--- config.mk ---
export PLATFORM = sky130hd
export DESIGN_NAME = mmio_gpio
export DESIGN_NICKNAME = d
export VERILOG_FILES = /design/src/rtl/mmio_pkg.sv /design/src/rtl/gpio_sync.sv /design/src/rtl/mmio_gpio.sv
export SDC_FILE = /design/constraint.sdc
export NUM_CORES = 1
export LEC_CHECK = 0
export ABC_AREA = 1
export BUFFER_PORTS_ARGS = -buffer_cell sky130_fd_sc_hd__buf_2
export CORE_AREA = 2 2 105 107
export DETAILED_ROUTE_END_ITERATION = 6
export DIE_AREA = 0 0 107 109
export GPL_TIMING_DRIVEN = 0
export PLACE_DENSITY = 0.56
export SYNTH_ARGS = -nofsm -noshare
export SYNTH_HDL_FRONTEND = slang
export SYNTH_SLANG_ARGS = --single-unit
--- constraint.sdc ---
create_clock -name clk -period 1.5 [get_ports clk]
set_input_delay 0.3 -clock clk [delete_from_list [all_inputs] [get_ports clk]]
set_output_delay 0.3 -clock clk [all_outputs]
set_load 0.01 [all_outputs]
--- src/rtl/mmio_pkg.sv ---
// Shared bus constants and register offsets for memory-mapped peripherals.
package mmio_pkg;
    localparam int DATA_W = 32;
    localparam int BE_W   = 4;

    localparam logic [2:0] GPIO_OUT      = 3'd0;
    localparam logic [2:0] GPIO_DIR      = 3'd1;
    localparam logic [2:0] GPIO_IN       = 3'd2;
    localparam logic [2:0] GPIO_RISE     = 3'd3;
    localparam logic [2:0] GPIO_FALL     = 3'd4;
    localparam logic [2:0] GPIO_IRQ_MASK = 3'd5;

    typedef enum logic {ARMING, RUN} gpio_arm_t;
endpackage

--- src/rtl/gpio_sync.sv ---
// Multi-flop synchroniser for a vector of asynchronous inputs.
module gpio_sync #(
    parameter int W      = 8,
    parameter int STAGES = 2
) (
    input  logic         clk,
    input  logic         rst_n,
    input  logic [W-1:0] i_d,
    output logic [W-1:0] o_q
);
    logic [STAGES-1:0][W-1:0] r_ff;

    // shift the raw pins through STAGES flops
    always_ff @(posedge clk or negedge rst_n) begin
        if (!rst_n) begin
            r_ff <= '0;
        end else begin
            r_ff[0] <= i_d;
            for (int i = 1; i < STAGES; i++) r_ff[i] <= r_ff[i-1];
        end
    end

    assign o_q = r_ff[STAGES-1];
endmodule

--- src/rtl/mmio_gpio.sv ---
// Memory-mapped GPIO: OUT/DIR registers, synchronised inputs, sticky
// rise/fall flags (W1C) and a registered read port.
// Optional level interrupt with IRQ_MASK register: define MMIO_GPIO_IRQ_EN.
module mmio_gpio
    import mmio_pkg::*;
#(
    parameter int WIDTH       = 8,
    parameter int SYNC_STAGES = 2
) (
    input  logic              clk,
    input  logic              reset,
    input  logic              sel,
    input  logic [2:0]        addr,
    input  logic              re,
    input  logic [BE_W-1:0]   we,
    input  logic [DATA_W-1:0] wdata,
    output logic [DATA_W-1:0] rdata,
    input  logic [WIDTH-1:0]  gpio_in,
    output logic [WIDTH-1:0]  gpio_out,
    output logic [WIDTH-1:0]  gpio_oe,
    output logic              irq
);
    localparam int CNT_W = $clog2(SYNC_STAGES + 1);

    logic [WIDTH-1:0]  r_out, r_dir, r_rise, r_fall, r_prev;
    logic [DATA_W-1:0] r_rdata;
    gpio_arm_t         r_state;
    logic [CNT_W-1:0]  r_cnt;

    logic [WIDTH-1:0]  w_sync, w_wm, w_wd, w_clr_rise, w_clr_fall;
    logic [WIDTH-1:0]  w_rise, w_fall;
    logic [DATA_W-1:0] w_m32, w_rd;
    logic              w_unused;

    gpio_sync #(.W(WIDTH), .STAGES(SYNC_STAGES)) u_sync (
        .clk   (clk),
        .rst_n (reset),
        .i_d   (gpio_in),
        .o_q   (w_sync)
    );

    // expand byte-lane enables to a bit mask, gated by block select
    always_comb begin
        w_m32 = '0;
        for (int k = 0; k < BE_W; k++) w_m32[8*k +: 8] = {8{we[k] & sel}};
    end

    assign w_wm       = w_m32[WIDTH-1:0];
    assign w_wd       = wdata[WIDTH-1:0];
    assign w_clr_rise = (addr == GPIO_RISE) ? (w_wd & w_wm) : '0;
    assign w_clr_fall = (addr == GPIO_FALL) ? (w_wd & w_wm) : '0;
    // edges only count once the synchroniser has flushed its reset state
    assign w_rise     = (r_state == RUN) ? (w_sync & ~r_prev) : '0;
    assign w_fall     = (r_state == RUN) ? (~w_sync & r_prev) : '0;
    assign w_unused   = ^{wdata, w_m32};

`ifdef MMIO_GPIO_IRQ_EN
    logic [WIDTH-1:0] r_mask;
    logic             r_irq;

    // mask register and registered level interrupt
    always_ff @(posedge clk or negedge reset) begin
        if (!reset) begin
            r_mask <= '0;
            r_irq  <= 1'b0;
        end else begin
            if (addr == GPIO_IRQ_MASK) r_mask <= (r_mask & ~w_wm) | (w_wd & w_wm);
            r_irq <= |((r_rise | r_fall) & r_mask);
        end
    end

    assign irq = r_irq;
`else
    assign irq = 1'b0;
`endif

    // read mux over current (pre-write) register values
    always_comb begin
        w_rd = '0;
        case (addr)
            GPIO_OUT:      w_rd[WIDTH-1:0] = r_out;
            GPIO_DIR:      w_rd[WIDTH-1:0] = r_dir;
            GPIO_IN:       w_rd[WIDTH-1:0] = w_sync;
            GPIO_RISE:     w_rd[WIDTH-1:0] = r_rise;
            GPIO_FALL:     w_rd[WIDTH-1:0] = r_fall;
`ifdef MMIO_GPIO_IRQ_EN
            GPIO_IRQ_MASK: w_rd[WIDTH-1:0] = r_mask;
`endif
            default:       w_rd = '0;
        endcase
    end

    // arming FSM: hold off edge capture for SYNC_STAGES+1 cycles after reset
    always_ff @(posedge clk or negedge reset) begin
        if (!reset) begin
            r_state <= ARMING;
            r_cnt   <= '0;
        end else if (r_state == ARMING) begin
            if (r_cnt == CNT_W'(SYNC_STAGES)) r_state <= RUN;
            else                              r_cnt   <= r_cnt + CNT_W'(1);
        end
    end

    // bus registers, edge flags (set beats clear) and registered read data
    always_ff @(posedge clk or negedge reset) begin
        if (!reset) begin
            r_out   <= '0;
            r_dir   <= '0;
            r_rise  <= '0;
            r_fall  <= '0;
            r_prev  <= '0;
            r_rdata <= '0;
        end else begin
            if (addr == GPIO_OUT) r_out <= (r_out & ~w_wm) | (w_wd & w_wm);
            if (addr == GPIO_DIR) r_dir <= (r_dir & ~w_wm) | (w_wd & w_wm);
            r_prev <= w_sync;
            r_rise <= (r_rise & ~w_clr_rise) | w_rise;
            r_fall <= (r_fall & ~w_clr_fall) | w_fall;
            if (sel && re) r_rdata <= w_rd;
        end
    end

    assign rdata    = r_rdata;
    assign gpio_out = r_out;
    assign gpio_oe  = r_dir;
endmodule

# [Yosys cells after proc, flatten, opt, wreduce, memory -nomap -nowiden]
# Cells that the tools add are included.
[totals] word_cells=45 ram_bits=0 ff_bits=67 n_memories=0 romBits=0 input_bits=51 latch_bits=0
[classes] eq_ne=5 bitwise=19 shift=0 n_addsub=1 mul=0 order_cmp=0 n_mux=7 reduce_logical=3 div=0
[op_table] cell="bitwise AND 8 bit" count=7
[op_table] cell="inverter 8 bit" count=5
[op_table] cell="one-hot mux 8 bit (5 select lines)" count=1
[op_table] cell="two-way mux 8 bit" count=4
[op_table] cell="OR 8 bit" count=4
[op_table] cell="equality test 3 x 2 -> 1 bit (second input constant)" count=2
[op_table] cell="equality test 3 x 1 -> 1 bit (second input constant)" count=1
[op_table] cell="equality test 3 bit (second input constant)" count=1
[op_table] cell="zero test 3 bit" count=1
[op_table] cell="adder 2 x 1 -> 2 bit (second input constant)" count=1
[op_table] cell="equality test 2 bit (second input constant)" count=1
[op_table] cell="two-way mux 1 bit" count=2
[op_table] cell="inverter 1 bit" count=2
[op_table] cell="AND reduction 2 bit" count=1
[op_table] cell="bitwise AND 1 bit" count=1
[op_table] cell="logical AND 1 bit" count=1

# [Logic depth before layout (Yosys ltp)]
# Gate-level depths: netlist (run 1).
[logic_depth] word_depth=6 ltp_mapped=9 ltp_nobuf=7

# [Modules after synthesis]
# From an unflattened synthesis (run 1), not the netlist that was laid out.
[hier_totals] cells_unflattened=321 area_unflattened_um2=3061.7
[modules_own_cells] mod="mmio_gpio" area_per_inst_um2=2601.2 cells_each=297 instances=1 seq_area_each_um2=1276.2
[modules_own_cells] mod="gpio_sync" area_per_inst_um2=460.4 cells_each=24 instances=1 seq_area_each_um2=400.4

# [Worst setup path after synthesis (run 1)]
# OpenSTA, ideal clock, no wires.
[synth_timing] path_type="input to register" start="in addr[1]" end="reg with a tool-made name" t_required_ns=1.379 setup_time_ns=0.121 cell_stages=6 t_arrival_ns=0.996 setup_slack_ns=0.383 n_path_buf=2 cell_sequence="buf_4 inv_4 nand4_4 buf_2 nand2_1 o21ai_1"
[synth_lines] item="start, declared" line_no="mmio_gpio.sv:13" rtl="input logic [2:0] addr,"

==> impl_metrics.yaml, run 1 <==
status:
  status: "completed"
floorplan:
  num_rows: 38
  core_um2: 10600
  initial_core_util: 0.281
  die_h_um: 109
  die-width_um: 107
  dieArea_um2: 11700
  ios: 100
clock_tree:
  cts_hold_buf: 0
  clockBufferDepth: 2
  h-tree-depth: 3
  cts_made_buffers: 9
  post_cts_buffers: 0
  path_clk_slew_ps: 70
  cts-root-buf: "clkbuf_8"
  cts_sinks: 67
  cts_resized: 0
  cts_tree: "yes"
  clk-insertion-delay-late_ps: 330
logic_synthesis:
  synth_cell_type_count: 22
  muxShareOfSynthArea: 0
  syn_inst: 309
  synth_top_family_by_area: "simple AND/OR/NAND/NOR gates"
  synth-compound-area-share: 0.0890
  synthAdderAreaFrac: 0.00420
  synth_xor_area_frac: 0.00294
  yosys.area.top_type: "dfrtp_1"
  ys_top_cells_by_area: "dfrtp_1 56%, nand2_1 8.1%, buf_4 6.8%"
  yosysSeqAreaShare: 0.563
  syn-cell-area_um2: 2980
  synth-edff-count: 0
  ys_warn_count: 0
  synth.most_common_cell: "dfrtp_1"
  synth_common_cells: "67 x dfrtp_1, 64 x nand2_1, 37 x nand3_1, 27 x buf_4, 25 x inv_1"
  postSynth.asyncResetShare: 1.00
  synth.avg_cell_area_um2: 9.64
  synth_top_area_frac: 0.563
  synthFlopType: "dfrtp_1"
  ys_seq_elements: 67
  synth-simple-area-share: 0.208
setup_path:
  cp-start-kind: "flip-flop"
  slowest_stage: "dfrtp_1"
  crit_fanout: 3
  rr_endpoint: "r_cnt[1]$_DFFE_PN0P_"
  crit_type: "flip-flop to primary output"
  critical-path-max-stage-delay_ps: 420
  path_buf_inv: 1
  r2r_slack_ps: 410
  r2r_cells: 6
  crit_path_cell_trace: "buf_2"
  crit_family: "flip-flops"
  cp-end-kind: "primary output"
  timing.rr.start: "r_cnt[0]$_DFFE_PN0P_"
  cp.required_ps: 1200
  crit_arrival_ps: 910
  worstSetupEndpoint: "gpio_out[7]"
  cp.depth: 1
finish:
  regArea_um2: 1680
  multiInputGateArea_um2: 1000
  fillers: 1101
  insertedDiodeCount: 0
  syn_to_final_growth_pct: 21.9
  drive_gt1_frac: 0.267
  nets: 441
  post-route-util: 0.343
placement:
  gp_congestion: 0.839
  hpwl_mm: 4.94
  dp_slack_ps: 131
  io_buffers: 45
timing:
  worst_pin_slew_ps: 815
  finalCriticalPeriod_ps: 1210
  fin_ws_ps: 293
  hold_viol_final: 0
  slew_viol_final: 0
  max_slew_margin: 0.456
  max_freq_mhz: 828
  fin_skew_ps: 5.97
  hold_slack_ps: 69.4
  min_period_over_period: 0.805
  final-setup-viol-count: 0
  grt_setup_unrepaired: "no"
global_routing:
  antenna_found_initial: 0
  overflow: 0
  grt_use_total: 0.119
  grt_max_degree: 68
  grt_pass1_wl_mm: 10.6
  grt_pass1_vias: 2133
pwr:
  p_leak_uw: 0.00185
  p_total_uw: 4000
  powerDensity_nw_per_um2: 1100
  ir_drop_mv: 0.479
route:
  ant_nets: 0
  firstDrtPassIters: 4
  vias_per_cell: 4.18
  routed_wl_mm: 6.58
  drc: 0
  vias: 2230
  drt_iter0_drc: 123
  post_drt_wl_per_cell_um: 12.3
hold_path:
  hp-class: "input pin to asynchronous set/reset pin"
run:
  maxCapViolations: 0
[stage by stage]
stage	std cells	setup TNS, ps	area, µm²
2_1_floorplan	333	0	3070
4_1_cts	533	0	3630
6_report	533	0	3630
3_3_place_gp	518	-9560	3470
3_5_place_dp	518	0	3470
5_1_grt	533	0	3630
[power breakdown]
| group | total (µW) | switching (µW) | internal [µW] |
|---|---|---|---|
| clock | 1270 | 638 | 629 |
| combinational | 632 | 371 | 261 |
| sequential | 2100 | 130 | 1980 |
| total | 4000 | 1140 | 2860 |
[worst register-to-register path, cell delays in order, from the launching register on]
cell,delay (ps)
dfrtp_1,360
inv_1,50
ha_1,180
nor2_1,150
inv_1,90
nand2_1,70
o21ai_0,80
[kinds of logic (layout without fill, tap and decap cells)]
kind of cell / count (synthesis) / in the layout
AO/OA/AOI/OAI: 49 / 49
XOR/XNOR: 1 / 1
adder cells (fa/ha/maj): 1 / 1
buffers and inverters: 65 / 125
flip-flops: 67 / 67
other: 1 / 25
AND/OR/NAND/NOR: 125 / 125
[placed cells by master (no fill, tap or decap)]
cell type / instances
dfrtp_1: 67
nand2_1: 64
buf_2: 48
nand3_1: 37
buf_4: 28
inv_1: 25
conb_1: 25
o21ai_1: 24
o21ai_0: 17
nand4_1: 12
clkbuf_8: 10
o31ai_1: 8
buf_6: 5
nor2_1: 5
nand3_2: 3
clkinv_2: 3
inv_2: 2
inv_4: 2
clkbuf_1: 2
nor2_8: 1
nor2_4: 1
nand3_4: 1
xor2_1: 1
nand4_4: 1
ha_1: 1
[layer usage]
| layer | GRT usage | vias up | routed length [µm] |
|---|---|---|---|
| met1 | 0.155 | 992 | 3020 |
| met2 | 0.186 | 90 | 2950 |
| li1 | - | 1137 | - |
| met5 | 0 | - | 0 |
| met3 | 0.0299 | 11 | 469 |
| met4 | 0.0538 | 0 | 144 |
[how the worst min path moves through the flow]
stage | end | slack [ps] | depth (start not counted)
floorplan | asynchronous set/reset pin | 4 | 0
global placement | u_sync.o_q[5]$_DFF_PN0_ | 330 | 0
detailed placement | u_sync.o_q[0]$_DFF_PN0_ | 330 | 0
CTS | u_sync.r_ff[2]$_DFF_PN0_ | 50 | 1
global route | u_sync.r_ff[2]$_DFF_PN0_ | 50 | 1
finish | u_sync.r_ff[4]$_DFF_PN0_ | 70 | 1
[cell type report]
type	count	share of cell area
tap	140	0.0482
inverter	29	0.0313
multi-input combinational	201	0.275
timing repair buffer	45	0.0627
buffer	36	0.0768
sequential	67	0.462
clock inverter	3	0.00413
clock buffer	12	0.0400
No activity file was read; power rests on OpenSTA's default activity.
==> inputs of run 2 (changes only) <==
==> constraint.sdc (replaced) <==
create_clock -name clk -period 1.25 [get_ports clk]
set_input_delay 0.25 -clock clk [delete_from_list [all_inputs] [get_ports clk]]
set_output_delay 0.25 -clock clk [all_outputs]
set_load 0.01 [all_outputs]
==> impl_metrics.yaml, run 2 (synthesis gave the netlist of run 1 again) <==
clock_tree:
  cts_sinks: 67
  clockBufferDepth: 2
  cts_made_buffers: 9
  cts_tree: "yes"
  h-tree-depth: 3
  cts_resized: 0
  cts_hold_buf: 0
  post_cts_buffers: 0
  cts-root-buf: "clkbuf_8"
  clk-insertion-delay-late_ps: 340
  path_clk_slew_ps: 70
placement:
  dp_slack_ps: -69.0
  hpwl_mm: 4.94
  io_buffers: 45
  gp_congestion: 0.839
timing:
  max_slew_margin: 0.457
  slew_viol_final: 0
  fin_ws_ps: 94.0
  grt_setup_unrepaired: "no"
  fin_skew_ps: 5.11
  finalCriticalPeriod_ps: 1160
  final-setup-viol-count: 0
  min_period_over_period: 0.925
  hold_viol_final: 0
  worst_pin_slew_ps: 815
  max_freq_mhz: 865
finish:
  insertedDiodeCount: 0
  post-route-util: 0.344
  nets: 442
  final_cell_mix: "67 x dfrtp_1, 64 x nand2_1, 48 x buf_2"
  final_common_cell: "dfrtp_1"
  syn_to_final_growth_pct: 22.3
  drive_gt1_frac: 0.266
floorplan:
  ios: 100
  initial_core_util: 0.281
  core_um2: 10600
  dieArea_um2: 11700
  die-width_um: 107
  num_rows: 38
  die_h_um: 109
route:
  vias_per_cell: 4.17
  ant_nets: 0
  drt_iter0_drc: 127
  post_drt_wl_per_cell_um: 12.3
  vias: 2226
  routed_wl_mm: 6.59
  firstDrtPassIters: 6
  drc: 0
setup_path:
  critical-path-max-stage-delay_ps: 420
  crit_family: "flip-flops"
  crit_fanout: 3
  crit_type: "flip-flop to primary output"
  crit_arrival_ps: 910
  crit_path_cell_trace: "buf_2"
  r2r_cells: 6
  r2r_slack_ps: 160
  cp.required_ps: 1000
  rr_endpoint: "r_cnt[1]$_DFFE_PN0P_"
  cp-start-kind: "flip-flop"
  path_buf_inv: 1
  timing.rr.start: "r_cnt[0]$_DFFE_PN0P_"
  cp-end-kind: "primary output"
  slowest_stage: "dfrtp_1"
pwr:
  ir_drop_mv: 0.577
  p_total_uw: 4810
  powerDensity_nw_per_um2: 1320
  p_leak_uw: 0.00185
status:
  status: "completed"
global_routing:
  antenna_found_initial: 0
  grt_use_total: 0.119
  grt_pass1_wl_mm: 10.6
  grt_pass1_vias: 2133
  grt_max_degree: 68
  overflow: 0
run:
  maxCapViolations: 0
hold_path:
  hp-class: "input pin to asynchronous set/reset pin"
==> run 2: power by group <==
| group | internal [µW] | total, µW | switching [µW] |
|---|---|---|---|
| sequential | 2370 | 2530 | 156 |
| combinational | 315 | 761 | 446 |
| clock | 754 | 1520 | 768 |
| total | 3440 | 4810 | 1370 |
==> run 2: cell type report <==
type | instances | area [µm²]
clock inverters | 3 | 15.0
flip-flops and latches | 67 | 1680
clock buffers | 12 | 145
fillers | 1101 | 6960
repair buffers | 46 | 238
well taps | 140 | 175
plain buffers | 36 | 279
inverters | 29 | 114
multi-input cells | 201 | 1000
==> run 2: how the worst max path moves through the flow <==
stage | start | to | slack [ps] | depth (start not counted)
global placement | reset | asynchronous set/reset pin | -350 | 1
floorplan | addr[1] | flip-flop | 180 | 6
detailed placement | sel | flip-flop | -70 | 7
finish | flip-flop | gpio_out[0] | 90 | 1
CTS | flip-flop | gpio_out[0] | 80 | 1
global route | r_cnt[0]$_DFFE_PN0P_ | r_cnt[1]$_DFFE_PN0P_ | 40 | 6
==> run 2: routing by layer <==
metal | share of wire | track usage
met1 | 0.46 | 0.155
met2 | 0.46 | 0.186
met3 | 0.073 | 0.0299
met4 | 0.014 | 0.0538
met5 | 0 | 0
==> run 2: per-stage QoR <==
step	TNS (ps)	cells	hold slack [ps]	cell area, µm²
2_1_floorplan	0	333	-45.6	3070
3_3_place_gp	-23340	518	334	3470
3_5_place_dp	-503	518	335	3470
4_1_cts	0	533	2.46	3630
5_1_grt	0	534	2.37	3640
6_report	0	534	16.2	3640
